<file path="src/rtl/demultiplexfb.sv">
// demultiplexfb -- 16-way write distributor.
//
// A single WIDTH-bit write stream is steered into sixteen registered slots
// d0..d15. Each accepted write loads one slot, pulses that slot's strobe bit
// and pulses ack, all visible the cycle after the write edge. A clear request
// walks a counter through all sixteen slots, zeroing one per cycle, then
// pulses clr_done. Slots written here feed the inputs of multiplexfb.
//
// Optional feature macro: DEMUXFB_AUTOINC_EN
//   defined   -> 'auto' selects the internal pointer as write target, the
//                pointer increments modulo 16 and 'wrap' flags slot 15.
//   undefined -> 'auto' is ignored, ptr and wrap are tied to 0.
//
// Ports:
//   clk       single clock, rising edge
//   rst_n     synchronous active-low reset
//   din       write data
//   sel       target slot when not auto-addressing
//   wr        write request
//   auto      use internal pointer as target (macro-gated)
//   clr       start a sequenced 16-cycle clear
//   ready     high when wr/clr can be accepted (IDLE)
//   ack       one-cycle pulse after an accepted write
//   strb      one-hot pulse, bit k after slot k was written
//   ptr       current auto-increment pointer
//   wrap      one-cycle pulse after an auto write to slot 15
//   clr_done  one-cycle pulse after the clear sequence finishes
//   d0..d15   slot registers
module demultiplexfb #(
  parameter int WIDTH = 16
) (
  input  logic             clk,
  input  logic             rst_n,
  input  logic [WIDTH-1:0] din,
  input  logic [3:0]       sel,
  input  logic             wr,
  input  logic             auto,
  input  logic             clr,
  output logic             ready,
  output logic             ack,
  output logic [15:0]      strb,
  output logic [3:0]       ptr,
  output logic             wrap,
  output logic             clr_done,
  output logic [WIDTH-1:0] d0,
  output logic [WIDTH-1:0] d1,
  output logic [WIDTH-1:0] d2,
  output logic [WIDTH-1:0] d3,
  output logic [WIDTH-1:0] d4,
  output logic [WIDTH-1:0] d5,
  output logic [WIDTH-1:0] d6,
  output logic [WIDTH-1:0] d7,
  output logic [WIDTH-1:0] d8,
  output logic [WIDTH-1:0] d9,
  output logic [WIDTH-1:0] d10,
  output logic [WIDTH-1:0] d11,
  output logic [WIDTH-1:0] d12,
  output logic [WIDTH-1:0] d13,
  output logic [WIDTH-1:0] d14,
  output logic [WIDTH-1:0] d15
);

  typedef enum logic {IDLE, CLEAR} state_t;

  state_t           state_reg, state_next;
  logic [3:0]       cnt_reg, cnt_next;
  logic [WIDTH-1:0] slot_reg [16];
  logic             ack_reg, clr_done_reg;
  logic [15:0]      strb_reg;

  logic             wr_en;      // write accepted this cycle
  logic             clear_en;   // a clear step zeroes slot cnt_reg this cycle
  logic             clear_last; // final clear step (slot 15)
  logic [3:0]       tgt;
  logic [3:0]       ptr_reg;

`ifdef DEMUXFB_AUTOINC_EN
  logic wrap_reg;
  assign tgt = auto ? ptr_reg : sel;
`else
  // auto has no function in this build; named so lint treats it as intentional
  logic unused_auto;
  assign unused_auto = auto;
  assign tgt         = sel;
`endif

  // Next-state and accept decode; clr wins over wr in IDLE.
  always_comb begin
    state_next = state_reg;
    cnt_next   = cnt_reg;
    ready      = 1'b0;
    wr_en      = 1'b0;
    clear_en   = 1'b0;
    clear_last = 1'b0;
    case (state_reg)
      IDLE: begin
        ready = 1'b1;
        if (clr) begin
          state_next = CLEAR;
          cnt_next   = 4'd0;
        end else if (wr) begin
          wr_en = 1'b1;
        end
      end
      CLEAR: begin
        clear_en = 1'b1;
        cnt_next = cnt_reg + 4'd1;
        if (cnt_reg == 4'd15) begin
          clear_last = 1'b1;
          state_next = IDLE;
        end
      end
      default: state_next = IDLE;
    endcase
  end

  always_ff @(posedge clk) begin
    if (!rst_n) begin
      state_reg    <= IDLE;
      cnt_reg      <= 4'd0;
      ack_reg      <= 1'b0;
      strb_reg     <= 16'd0;
      clr_done_reg <= 1'b0;
    end else begin
      state_reg    <= state_next;
      cnt_reg      <= cnt_next;
      ack_reg      <= wr_en;
      strb_reg     <= wr_en ? (16'd1 << tgt) : 16'd0;
      clr_done_reg <= clear_last;
    end
  end

`ifdef DEMUXFB_AUTOINC_EN
  always_ff @(posedge clk) begin
    if (!rst_n) begin
      ptr_reg  <= 4'd0;
      wrap_reg <= 1'b0;
    end else begin
      wrap_reg <= wr_en && auto && (ptr_reg == 4'd15);
      if (clear_last)
        ptr_reg <= 4'd0;
      else if (wr_en && auto)
        ptr_reg <= ptr_reg + 4'd1;  // natural 4-bit wrap 15 -> 0
    end
  end
  assign wrap = wrap_reg;
`else
  assign ptr_reg = 4'd0;
  assign wrap    = 1'b0;
`endif

  // One register per slot; the clear step and a write can never coincide
  // because writes are only accepted in IDLE.
  generate
    for (genvar gi = 0; gi < 16; gi++) begin : g_slot
      localparam logic [3:0] IDX = 4'(gi);
      always_ff @(posedge clk) begin
        if (!rst_n)
          slot_reg[gi] <= '0;
        else if (clear_en && (cnt_reg == IDX))
          slot_reg[gi] <= '0;
        else if (wr_en && (tgt == IDX))
          slot_reg[gi] <= din;
      end
    end
  endgenerate

  assign ack      = ack_reg;
  assign strb     = strb_reg;
  assign ptr      = ptr_reg;
  assign clr_done = clr_done_reg;

  assign d0  = slot_reg[0];
  assign d1  = slot_reg[1];
  assign d2  = slot_reg[2];
  assign d3  = slot_reg[3];
  assign d4  = slot_reg[4];
  assign d5  = slot_reg[5];
  assign d6  = slot_reg[6];
  assign d7  = slot_reg[7];
  assign d8  = slot_reg[8];
  assign d9  = slot_reg[9];
  assign d10 = slot_reg[10];
  assign d11 = slot_reg[11];
  assign d12 = slot_reg[12];
  assign d13 = slot_reg[13];
  assign d14 = slot_reg[14];
  assign d15 = slot_reg[15];

endmodule

</file>
<file path="config.mk">
export PLATFORM = sky130hd
export DESIGN_NAME = demultiplexfb
export DESIGN_NICKNAME = d
export VERILOG_FILES = /design/src/rtl/demultiplexfb.sv
export SDC_FILE = /design/constraint.sdc
export NUM_CORES = 1
export LEC_CHECK = 0
export ABC_AREA = 1
export BUFFER_PORTS_ARGS = -buffer_cell sky130_fd_sc_hd__buf_2
export CORE_ASPECT_RATIO = 0.6
export CORE_MARGIN = 4
export CORE_UTILIZATION = 48
export CTS_BUF_LIST = sky130_fd_sc_hd__clkbuf_8
export DETAILED_ROUTE_END_ITERATION = 16
export GPL_ROUTABILITY_DRIVEN = 0
export HOLD_SLACK_MARGIN = 0.03
export PLACE_DENSITY_LB_ADDON = 0.15
export SETUP_SLACK_MARGIN = 0.5
export SYNTH_ARGS = -nofsm -noshare
export SYNTH_HDL_FRONTEND = slang
export SYNTH_SLANG_ARGS = --single-unit
</file>
<file path="constraint.sdc">
create_clock -name clk -period 2.64 [get_ports clk]
set_clock_uncertainty 0.15 [all_clocks]
set_input_delay 0.396 -clock clk [delete_from_list [all_inputs] [get_ports clk]]
set_output_delay 0.396 -clock clk [all_outputs]
set_load 0.01 [all_outputs]
</file>
=== Yosys cells after proc, flatten, opt, wreduce, memory -nomap -nowiden ===
Memories as Yosys holds them, arrays and structs flattened.
Index checks and enable logic that the tools add are counted.

* Bits in registers: 23
* RAM bits: 256
* Input bits: 25
* Output and inout port bits: 280
* Word-level logic and storage cells: 264
* Memories kept: 1

* $add $sub $neg: 1
* Eq/ne operators: 31
* Shifts and indexed selects: 1
* Multiplexer cells: 156
* Bitwise operators: 33
* Reductions and logical operators: 36

{| class="wikitable"
|+ Memory list
! name !! depth !! width !! read ports !! clocked after memory_dff !! write ports !! RTL line !! RTL
|-
| slot_reg || 16 || 16 || 16 || 0 || 16 || 67 || <nowiki>logic [WIDTH-1:0] slot_reg [16];</nowiki>
|}

{| class="wikitable"
|+ Operators with widths
! cell !! count
|-
| $mux 16 || 32
|-
| $mux 1 || 121
|-
| $eq 4x4->1 const B || 16
|-
| $eq 4x3->1 const B || 8
|-
| $logic_and 1x1->1 || 32
|-
| $or 1x1->1 || 32
|-
| $eq 4x2->1 const B || 4
|-
| $shl 1x4->16 const A || 1
|-
| $eq 4x1->1 const B || 2
|-
| $logic_not 4->1 || 2
|-
| $pmux 4 s2 || 1
|-
| $add 4x1->4 const B || 1
|-
| $mux 4 || 1
|-
| $reduce_and 2->1 || 2
|-
| $ne 2x2->1 const B || 1
|-
| $pmux 1 s2 || 1
|-
| $not 1->1 || 1
|}

=== Longest topological paths before layout ===
* Word-level depth: 9
* Gate-level depth with buffers: 8

=== Least setup slack after synthesis ===
OpenSTA, ideal clock, no wires.

* Path kind: input -> register
* Start point: input port clr
* End point: memory slot_reg[0][0] (enable)
* Arrival: 1.941 ns
* Slack: 0.138 ns
* Stages: 4
* Buffers on the path: 1
* Cell sequence: nor2_4 > nand2_4 > buf_6 > o21ai_0

{| class="wikitable"
|+ RTL lines
! element !! RTL line !! RTL
|-
| from (decl) || 38 || <nowiki>input logic clr,</nowiki>
|-
| to (decl) || 67 ||
|}

==> results.md <==
* Routed Antenna Nets at 0
* Number of global-route vias before repair at 6782
* Outcome: completed
* Crit. Startpoint: state_reg
* Layout cells sized above 1 at between 30% and 40%
* # diodes at 0
* Startpoint types: register
* Die W at 196 um
* Peak VDD IR at roughly 0.38 mV
* Final setup viols at 0
* Detailed-route DRC error count at 0
* Final Net Count at 1112
* TNS Setup at 0 ps
* Kind of cell adding the most delay to the critical path: compound AO/OA/AOI/OAI gates
* WP data arrival at 2070 ps
* Fmax at between 400 and 500 MHz
* Largest register FFs at 256
* Clock root cell: clkbuf_8
* CP cell instances: nor2_4 > nand2_4 > o21ai_2
* CP max stage delay at 750 ps
* Wl on met1 at 12100 um
* Initial antenna violation count at 0
* Max Cap Viol at 0
* Unrepaired setup endpoints after global routing: true
* Buf+Inv Stages, Crit Path at 0
* WL per Instance at 20.6 um
* Highest metal used: met4
* DIE HEIGHT at 121 um
* Min Tclk post-route at ~2100 ps
* CTS H-tree depth at 2
* HPWL Detailed at 19700 um
* Crit share post-route at between 70% and 80%
* CTS Buffer Depth at 3
* Met2 Routed Length at 12800 um
* Worst rel slew slack at 41.3%
* Sequential cell area at 8150 um^2
* Sinks on Clock Net at 279
* CP Max Fanout at 16
* Grt ovf at 0
* Vias at 7011
* DIE AREA at 23600 um^2
* P&R area growth vs syn at 26.0%
* IO Pins at between 300 and 400
* Reg2Reg Launch Point: state_reg
* Synth cell types at 20
* Drt total wl at around 29000 um
* Max-slew violations at 0
* Total power draw at 8.88 mW
* Post-CTS setup buffers at 0
* Core area at 20400 um^2
* GRT Util Overall at 23.6%
* R2R Setup Slk at 550 ps
* Final Hold Viols at 0
* Syn Inst Count at 754
* Avg Vias per Cell at 5.05
* Leakage at roughly 5.9 nW
* DR pass1 iterations at 5
* Hold path startpoint: clr
* Clock Latency Late Sink at around 530 ps
* HP Class: in -> reg
* Final-layout fill cell count at 1630
* Worst slew pin tran at 880 ps
* Worst setup EP type: register
* CTS tree: built
* Avg Cell Area, Syn at 13.4 um^2
* #FFs+latches synth at 279
* PortBufs at 298
* Sequential area share after synthesis at roughly four fifths
* Worst path slowest cell: o21ai_2
* Crit path kind: reg -> reg
* First-pass GRT wire length at 41900 um
* Starting Density at 49.8%
* DRT iter0 DRCs at 650
* Num CTS Buffers at 41
* Yosys warnings at 0
* Row count at 40
* Maximum number of pins on one net before global-route repair at 18
* Met3 wire len at around 3300 um
* PD cells at just under 700 nW/um^2
* Synth Cell Area at about 10000 um^2
* Combined area of the multi-input logic cells at between 1500 and 2000 um^2
* Worst Path Required at 2630 ps
* Clock-pin slew on the worst setup and hold paths at approximately 70 ps
==> path summary, 6_finish.rpt <==
check | end | cells past startpoint
worst max register to register | slot_reg[0][11] | 3
worst min-delay path | state_reg | 3
worst min register to register | cnt_reg[1] | 2
worst max-delay path | slot_reg[0][11] | 3
==> cells in the final DEF, fill, tap and decap left out, types with 2 or more instances in the layout <==
cell type   instances
buf_2             298
a21oi_1             6
clkinvlp_4          2
conb_1              5
clkbuf_8           45
dfxtp_1            22
nor3_1              2
o21ai_2             2
inv_1              59
buf_4              25
ha_1                4
nand3_1            12
o21ai_4             4
nand2_1            37
clkinv_2            5
edfxtp_1          256
nor2_1            303
nand2_2            14
clkinv_1            6
==> where the power goes <==
group	leakage, nW	internal (mW)	switching (mW)	total [mW]
clock network	0.452	1.67	1.61	3.28
logic	2.58	0.157	0.420	0.577
registers	2.85	4.97	0.0548	5.03
==> cell families after synthesis <==
group           Yosys count  share of synthesized area (%)
simple gates            371                           14.5
other cells               1                         0.0370
compound gates           13                          0.642
flops                   279                           80.3
buf+inv                  86                           4.00
fa+ha+maj                 4                          0.494
==> synthesized netlist by cell type, drive strengths merged <==
cell type	instances	area, um^2
clkbuf	16	60.1
buf	26	180
nor3	2	10.0
conb	1	3.75
ha	4	50.1
nor2	305	1170
edfxtp	256	7690
nand3	12	60.1
o21ai	7	35.0
dfxtp	23	460
nand2	52	230
a21oi	6	30.0
inv	44	165
==> metal layers <==
layer	vias up	GRT usage, %
met5	-	0
met4	0	5.19
met3	39	6.40
met2	413	35.5
met1	3405	34.8
li1	3154	-
==> per-stage QoR <==
| stage | util [%] | hold slack, ps | area (um^2) | cells | worst slack, ps |
|---|---|---|---|---|---|
| 6_report | 62.7 | 66.4 | 12800 | 1388 | 554 |
| 5_1_grt | 62.7 | 51.0 | 12800 | 1388 | 421 |
| 4_1_cts | 62.5 | 33.4 | 12700 | 1388 | 369 |
| 3_5_place_dp | 58.7 | 374 | 12000 | 1312 | 392 |
| 3_3_place_gp | 58.7 | 369 | 12000 | 1312 | 416 |
| 2_1_floorplan | - | 331 | 10200 | 758 | 138 |
==> worst reg2reg max path, cell delays in order, from the launching register on <==
cell	delay, ps
dfxtp_2	400
nor2_4	170
nand2_4	200
o21ai_2	760
==> layout make-up <==
type | instances | share of cell area [%]
clock buffer | 45 | 4.85
multi-input combinational | 393 | 13.0
sequential | 279 | 63.8
clock inverter | 30 | 1.19
timing repair buffer | 324 | 13.2
inverter | 44 | 1.29
tap | 273 | 2.67
==> timing repair <==
item,4_1_cts,5_1_grt
gates cloned,0,0
hold endpoints to repair,1,0
endpoints found under the setup margin,80,146
hold buffers,1,0
resized for setup,0,8
pin swaps,0,0
(Power assumes the default switching activity.)
